==> config.mk <==
export PLATFORM = sky130hd
export DESIGN_NAME = reg_dump_unit
export DESIGN_NICKNAME = d
export VERILOG_FILES = /design/src/rtl/reg_dump_unit_pkg.sv /design/src/rtl/reg_dump_unit.sv
export SDC_FILE = /design/constraint.sdc
export NUM_CORES = 1
export LEC_CHECK = 0
export CAP_MARGIN = 20
export CORE_MARGIN = 4
export CORE_UTILIZATION = 25
export CTS_BUF_LIST = sky130_fd_sc_hd__clkbuf_2 sky130_fd_sc_hd__clkbuf_4 sky130_fd_sc_hd__clkbuf_8
export DETAILED_ROUTE_END_ITERATION = 7
export HOLD_SLACK_MARGIN = 0.06
export PLACE_DENSITY = 0.48
export SYNTH_ARGS = -nofsm -noshare
export SYNTH_HDL_FRONTEND = slang
export SYNTH_SLANG_ARGS = --single-unit
==> constraint.sdc <==
create_clock -name CLK -period 1.5 [get_ports CLK]
set_input_delay 0.3 -clock CLK [delete_from_list [all_inputs] [get_ports CLK]]
set_output_delay 0.3 -clock CLK [all_outputs]
set_load 0.02 [all_outputs]
==> src/rtl/reg_dump_unit_pkg.sv <==
// Shared types and constants for the register dump unit.
package reg_dump_unit_pkg;

  localparam int unsigned REG_W   = 8;
  localparam int unsigned REG_D   = 4;
  localparam int unsigned ACC_IDX = 2 ** REG_D - 1;

  typedef enum logic [1:0] {
    IDLE = 2'd0,
    LOAD = 2'd1,
    SEND = 2'd2,
    FIN  = 2'd3
  } dump_state_t;

endpackage

==> src/rtl/reg_dump_unit.sv <==
// Walks a (possibly wrapping) register index range and streams each value out
// over valid/ready, holding the register file while the snapshot is in flight.
module reg_dump_unit
  import reg_dump_unit_pkg::*;
#(
  parameter int unsigned W = REG_W,
  parameter int unsigned D = REG_D
) (
  input  logic         CLK,
  input  logic         RST_N,
  input  logic         start,
  input  logic [D-1:0] first_addr,
  input  logic [D-1:0] last_addr,
  output logic [D-1:0] raddr_reg,
  input  logic [W-1:0] data_out_reg,
  output logic [W-1:0] out_data,
  output logic         out_valid,
  input  logic         out_ready,
  output logic         out_last,
  output logic         busy,
  output logic         rf_hold,
  output logic         done,
  output logic [W-1:0] checksum
);

  dump_state_t  state_q, state_d;
  logic [D-1:0] ptr_q, ptr_d;
  logic [D-1:0] last_q, last_d;
  logic [W-1:0] data_q, data_d;
  logic         last_flag_q, last_flag_d;
  logic [W-1:0] csum_q, csum_d;
  logic         valid_q, valid_d;
  logic         busy_q, busy_d;
  logic         done_q, done_d;

  // Next-state and datapath; status flags are decoded from the next state so
  // they are registered yet line up with the state they describe.
  always_comb begin
    state_d     = state_q;
    ptr_d       = ptr_q;
    last_d      = last_q;
    data_d      = data_q;
    last_flag_d = last_flag_q;
    csum_d      = csum_q;
    case (state_q)
      IDLE: begin
        if (start) begin
          ptr_d   = first_addr;
          last_d  = last_addr;
          csum_d  = '0;
          state_d = LOAD;
        end
      end
      LOAD: begin
        data_d      = data_out_reg;
        last_flag_d = (ptr_q == last_q);
        state_d     = SEND;
      end
      SEND: begin
        if (out_ready) begin
          csum_d = csum_q ^ data_q;
          if (last_flag_q) begin
            state_d = FIN;
          end else begin
            ptr_d   = ptr_q + D'(1);
            state_d = LOAD;
          end
        end
      end
      FIN: begin
        state_d = IDLE;
      end
      default: begin
        state_d = IDLE;
      end
    endcase
    valid_d = (state_d == SEND);
    busy_d  = (state_d != IDLE);
    done_d  = (state_d == FIN);
  end

  always_ff @(posedge CLK) begin
    if (!RST_N) begin
      state_q     <= IDLE;
      ptr_q       <= '0;
      last_q      <= '0;
      data_q      <= '0;
      last_flag_q <= 1'b0;
      csum_q      <= '0;
      valid_q     <= 1'b0;
      busy_q      <= 1'b0;
      done_q      <= 1'b0;
    end else begin
      state_q     <= state_d;
      ptr_q       <= ptr_d;
      last_q      <= last_d;
      data_q      <= data_d;
      last_flag_q <= last_flag_d;
      csum_q      <= csum_d;
      valid_q     <= valid_d;
      busy_q      <= busy_d;
      done_q      <= done_d;
    end
  end

  assign raddr_reg = ptr_q;
  assign out_data  = data_q;
  assign out_last  = last_flag_q;
  assign out_valid = valid_q;
  assign busy      = busy_q;
  assign rf_hold   = busy_q;
  assign done      = done_q;
  assign checksum  = csum_q;

endmodule

Word-level counts from Yosys, hierarchy flattened
Cells that the tools add are included.
- word-level logic and storage cells: 37
- register bits: 30
- input bits: 20
- output and inout port bits: 25
- reductions and logical operators: 6
- multiplexer cells: 11
- $add $sub $neg: 1
- eq/ne operators: 9
- bitwise logic cells: 1
- operators by type and width (cell ; count):
    2-to-1 mux 8 bit ; 2
    case mux 8 bit (2 select lines) ; 1
    2-to-1 mux 4 bit ; 3
    == test 2 bit (second input constant) ; 4
    case mux 2 bit (4 select lines) ; 1
    case mux 4 bit (2 select lines) ; 1
    bitwise XOR 8 bit ; 1
    2-to-1 mux 2 bit ; 3
    != test 2 bit (second input constant) ; 3
    adder 4 x 1 -> 4 bit (second input constant) ; 1
    == test 4 bit ; 1
    AND reduction 4 bit ; 1
    nonzero test 2 bit ; 2
    AND reduction 3 bit ; 1
    == test 2 x 1 -> 1 bit (second input constant) ; 1
    logical NOT 2 bit ; 1
    AND reduction 2 bit ; 1

Depth between registers and ports, before layout
- depth in word-level cells: 4
- gate-level depth with buffers: 6
- mapped depth without buffers: 4

Worst setup path before layout
Ideal clock, no wire load.
- path kind: register to register
- start point: reg state_q[0]
- end point: reg ptr_q[3], in the netlist raddr_reg[3]
- stages on the path, launching flop included: 6
- library setup time: 130 ps
- setup slack: 208 ps
- period minus slack after synthesis: 1292 ps
- data required time: 1370 ps
- path buffers: 2
- arrival time: 1162 ps
- cell sequence: dfxtp_1 buf_6 or3b_1 buf_2 a22oi_1 o32ai_2
- longest elaborated chain between the ends: 3
- elaborated cells on any way between the ends: 8
- classes of those cells: eq/ne (4); mux (1); reduce/logical (3)
- RTL lines (item ; line ; text):
    start: declaration ; reg_dump_unit.sv:26 ; dump_state_t state_q, state_d;
    start signal: assignment ; reg_dump_unit.sv:94 ; state_q <= state_d;
    == test 2 bit / logical NOT 2 bit (equally long branches) ; reg_dump_unit.sv:45 ; case (state_q)
    != test 2 bit (no source line) / nonzero test 2 bit (equally long branches) ; - ;
    AND reduction 4 bit (no source line) ; - ;
    end signal: assignment ; reg_dump_unit.sv:95 ; ptr_q <= ptr_d;
    end: declaration ; reg_dump_unit.sv:27 ; logic [D-1:0] ptr_q, ptr_d;
Several ways; a longest one is shown, not always the timed one.
A chain may end at the register's enable or synchronous reset.

Worst setup path in the final report
- start point: in out_ready
- end point: reg csum_q[5], in the netlist checksum[5]
- longest elaborated chain between the ends: 2
- RTL lines (item ; line ; text):
    start: declaration ; reg_dump_unit.sv:18 ; input logic out_ready,
    != test 2 bit (no source line) ; - ;
    AND reduction 3 bit (no source line) ; - ;
    end signal: assignment ; reg_dump_unit.sv:99 ; csum_q <= csum_d;
    end: declaration ; reg_dump_unit.sv:31 ; logic [W-1:0] csum_q, csum_d;
Every way passes these cells.

==> summary by stage <==
Outcome
The run finished with clean final reports.

Finish
Compared with the post-synthesis result, the final layout area differs by 46.0%. The count of nets after finishing is 234. The combined flip-flop and latch cell area is 603 sq um. The finished layout holds 285 standard cells, fillers aside. The final antenna diode count is 0. The area of the multi-input gates is 741 sq um. After filler insertion, the fill cell instance count of the layout stands at 577. The post-route netlist has 16.4% of its cells at a drive strength greater than 1. Measured on the finished design, the core utilization comes to 37.9%.

Floorplan
The number of ports placed on the die boundary is 45. The horizontal die dimension is 83.6 um. The floorplan step set the die height to 83.6 um. The area inside the core boundary is 5510 sq um. Row generation in the floorplan step produced 27 rows. The floorplan step defined a die boundary enclosing 6980 sq um. For this configuration, the core starts out at a cell density of 25.9%.

Drt
The post-detailed-route DRC marker count is 0. Using the TritonRoute via totals, the vias-per-cell ratio works out to 4.53. The total via count in the routed design is 1290. The detail route stage leaves a number of antenna-violating nets equal to 0.

In this run, the number of DRC markers left after iteration 0 of detailed routing was 20. Summed over all layers, the routed wires come to 3740 um. The average wire length per cell after detail routing is 13.1 um.

The first TritonRoute pass finished after 4 iterations.

Clocking
The clock insertion delay at the later pin of the skew report is 0.28 ns. The clock drives 30 sinks. The clock-pin slew on the worst setup and hold paths is 0.06 ns.

TritonCTS built the clock tree. The tree is rooted in a clkbuf_8. TritonCTS created 5 clock buffers.

The clock tree buffer depth is 2. The H-tree was split into 2 levels.

Worst setup path
Data arrives at the worst endpoint at 1.59 ns. The worst setup path is launched from a primary input. The kind of critical path is primary input to flip-flop. The endpoint type of the worst setup path is a flip-flop. Along the worst path, the maximum fanout reaches 8.

STA puts the critical path data required time at 1.70 ns.

STA
The number of hold violations in the final report is 0. The clock period minus worst slack is 1.39 ns. For the final database, setup skew stands at 0.00830 ns. Derived from the worst setup path, the maximum achievable clock frequency is 0.717 GHz. For the pin with the worst max-slew slack, the measured transition is 0.341 ns.

The number of pins with negative max-slew slack in the final report is 0. Setup repair after global routing left no endpoint under its margin. Of the available clock period, the critical path in the final layout requires 93.0%. The normalized max-slew margin is 77.2%. The setup violation total in the final timing report is 0.

Synthesis
The fraction of registers with async set/reset is 0%. The count of cell types in the netlist is 37. Each instance of the synthesized netlist takes up on average 9.04 sq um. The number of nets in the synthesized netlist is 179. The most used flip-flop cell after synthesis is dfxtp_1. The post-synthesis instance total is 158. The synthesized design contains 30 register bits. The count of flip-flops with a built-in enable after synthesis is 0. Of the synthesized area, sequential elements account for 42.1%. The Yosys warning count is 0. The cell area that synthesis handed to floorplanning was 1430 sq um.

Power and ir drop
In this run the power density over the cells is 929 nW/um^2. Summed over all cells, the static leakage comes to 0.895 nW. The worst supply voltage drop on vdd is 0.000310 V.

GRT
The number of antenna violations at the first check in global routing came to 0. The first-pass GRT wire length is 6160 um. Global routing used 10.9% of the available tracks. The residual overflow from global routing is 0. The via count of the first global-routing pass is 1275. Entering global routing, the biggest net connects 13 pins.

Placed design
Port buffering added 44 buffers. At the end of routability-driven placement, the weighted congestion stood at 0.808. After detailed placement, the design holds a cell count of 275. The final HPWL from detailed placement is 2850 um.

Min path
The path class of the lowest-slack min-delay path is flip-flop to flip-flop.

Job
The tool flagged a number of max-cap violations equal to 0.
power by group:
| part | internal [mW] | switching, mW | total, mW |
|---|---|---|---|
| combinational | 0.213 | 0.199 | 0.412 |
| sequential | 0.842 | 0.0438 | 0.886 |
| clock | 0.355 | 0.284 | 0.639 |
critical path, stage by stage:
cell and delay [ns]:
clkdlybuf4s50_1 0.54, mux2i_4 0.11, buf_12 0.15, nor3b_1 0.25
mux2i_1 0.24
layout make-up:
class,instances,share of cell area (%)
Multi-Input combinational cell,113,35.5
Sequential cell,30,28.9
Timing Repair Buffer,61,26.8
Tap cell,72,4.32
Clock buffer,7,4.02
Inverter,2,0.360
timing repair:
item                                    4_1_cts  5_1_grt
endpoints found under the setup margin       24       12
setup buffers                                 0        3
resized for setup                            24        6
hold buffers                                  0        0
endpoints found under the hold margin         0        0
cells in the final DEF (no fill, tap or decap), drive strengths merged, types with 3 or more instances in the layout:
master	synthesis	routed
a21oi	16	16
buf	12	17
clkbuf	1	7
clkdlybuf4s50	0	18
dfxtp	30	30
dlygate4sd2	0	23
dlymetal6s2s	0	3
mux2i	9	9
nand2	29	29
nand3	10	10
nor2	3	3
nor3b	10	10
or3	8	8
xnor2	4	4
per-layer routing:
| layer | vias up | routed length, um | GRT usage, % | share of wire [%] |
|---|---|---|---|---|
| li1 | 665 | - | - | - |
| met1 | 583 | 1780 | 13.8 | 48 |
| met2 | 35 | 1640 | 16.4 | 44 |
| met3 | 7 | 249 | 4.44 | 6.7 |
| met4 | 0 | 68 | 4.39 | 1.8 |
| met5 | - | 0 | 0 | 0 |
synth_stat cells (2+ instances only):
master | count | area [sq um]
or3b_1 | 2 | 17.5
buf_6 | 4 | 45.0
buf_1 | 3 | 11.3
a2bb2oi_1 | 2 | 17.5
or3_1 | 8 | 50.1
buf_2 | 4 | 20.0
nor2_1 | 3 | 11.3
nor3b_1 | 9 | 67.6
a21oi_1 | 16 | 80.1
nand2b_1 | 2 | 12.5
nand2_1 | 29 | 109
dfxtp_1 | 30 | 601
mux2i_1 | 8 | 80.1
xnor2_1 | 4 | 35.0
nor3_1 | 2 | 10.0
nor2b_1 | 2 | 12.5
nand3_1 | 10 | 50.1
stage by stage:
step | hold slack, ns | total power, mW | TNS, ns | setup WS (ns) | instance area (sq um)
floorplan | 0.436 | 1.14 | 0 | 0.208 | 1430
global placement | 0.458 | 1.32 | -3.42 | -0.244 | 1980
detailed placement | 0.462 | 1.33 | -3.94 | -0.269 | 1980
CTS | 0.468 | 1.95 | 0 | 0.00695 | 2030
global route | 0.487 | 2.03 | 0 | 0.00699 | 2080
finish | 0.466 | 1.94 | 0 | 0.105 | 2080
worst paths after layout:
kind               startpoint  depth (start not counted)  slack (ns)           to
setup / recovery    out_ready                          5        0.11  checksum[5]
hold / removal    out_data[7]                          2        0.47  out_data[7]
setup reg to reg   state_q[1]                          5        0.13  checksum[5]
hold reg to reg   out_data[7]                          2        0.47  out_data[7]
cell families after synthesis:
| kind of cell | Yosys count | share of synthesized area [%] |
|---|---|---|
| and+or+nand+nor | 74 | 29.0 |
| DFF | 30 | 42.1 |
| AOI/OAI and AO/OA | 25 | 11.7 |
| buffers and inverters | 15 | 6.66 |
| muxes | 9 | 7.19 |
| xor gates and xnor gates | 4 | 2.45 |
| adders and majority gates | 1 | 0.876 |
(Power assumes the default switching activity.)
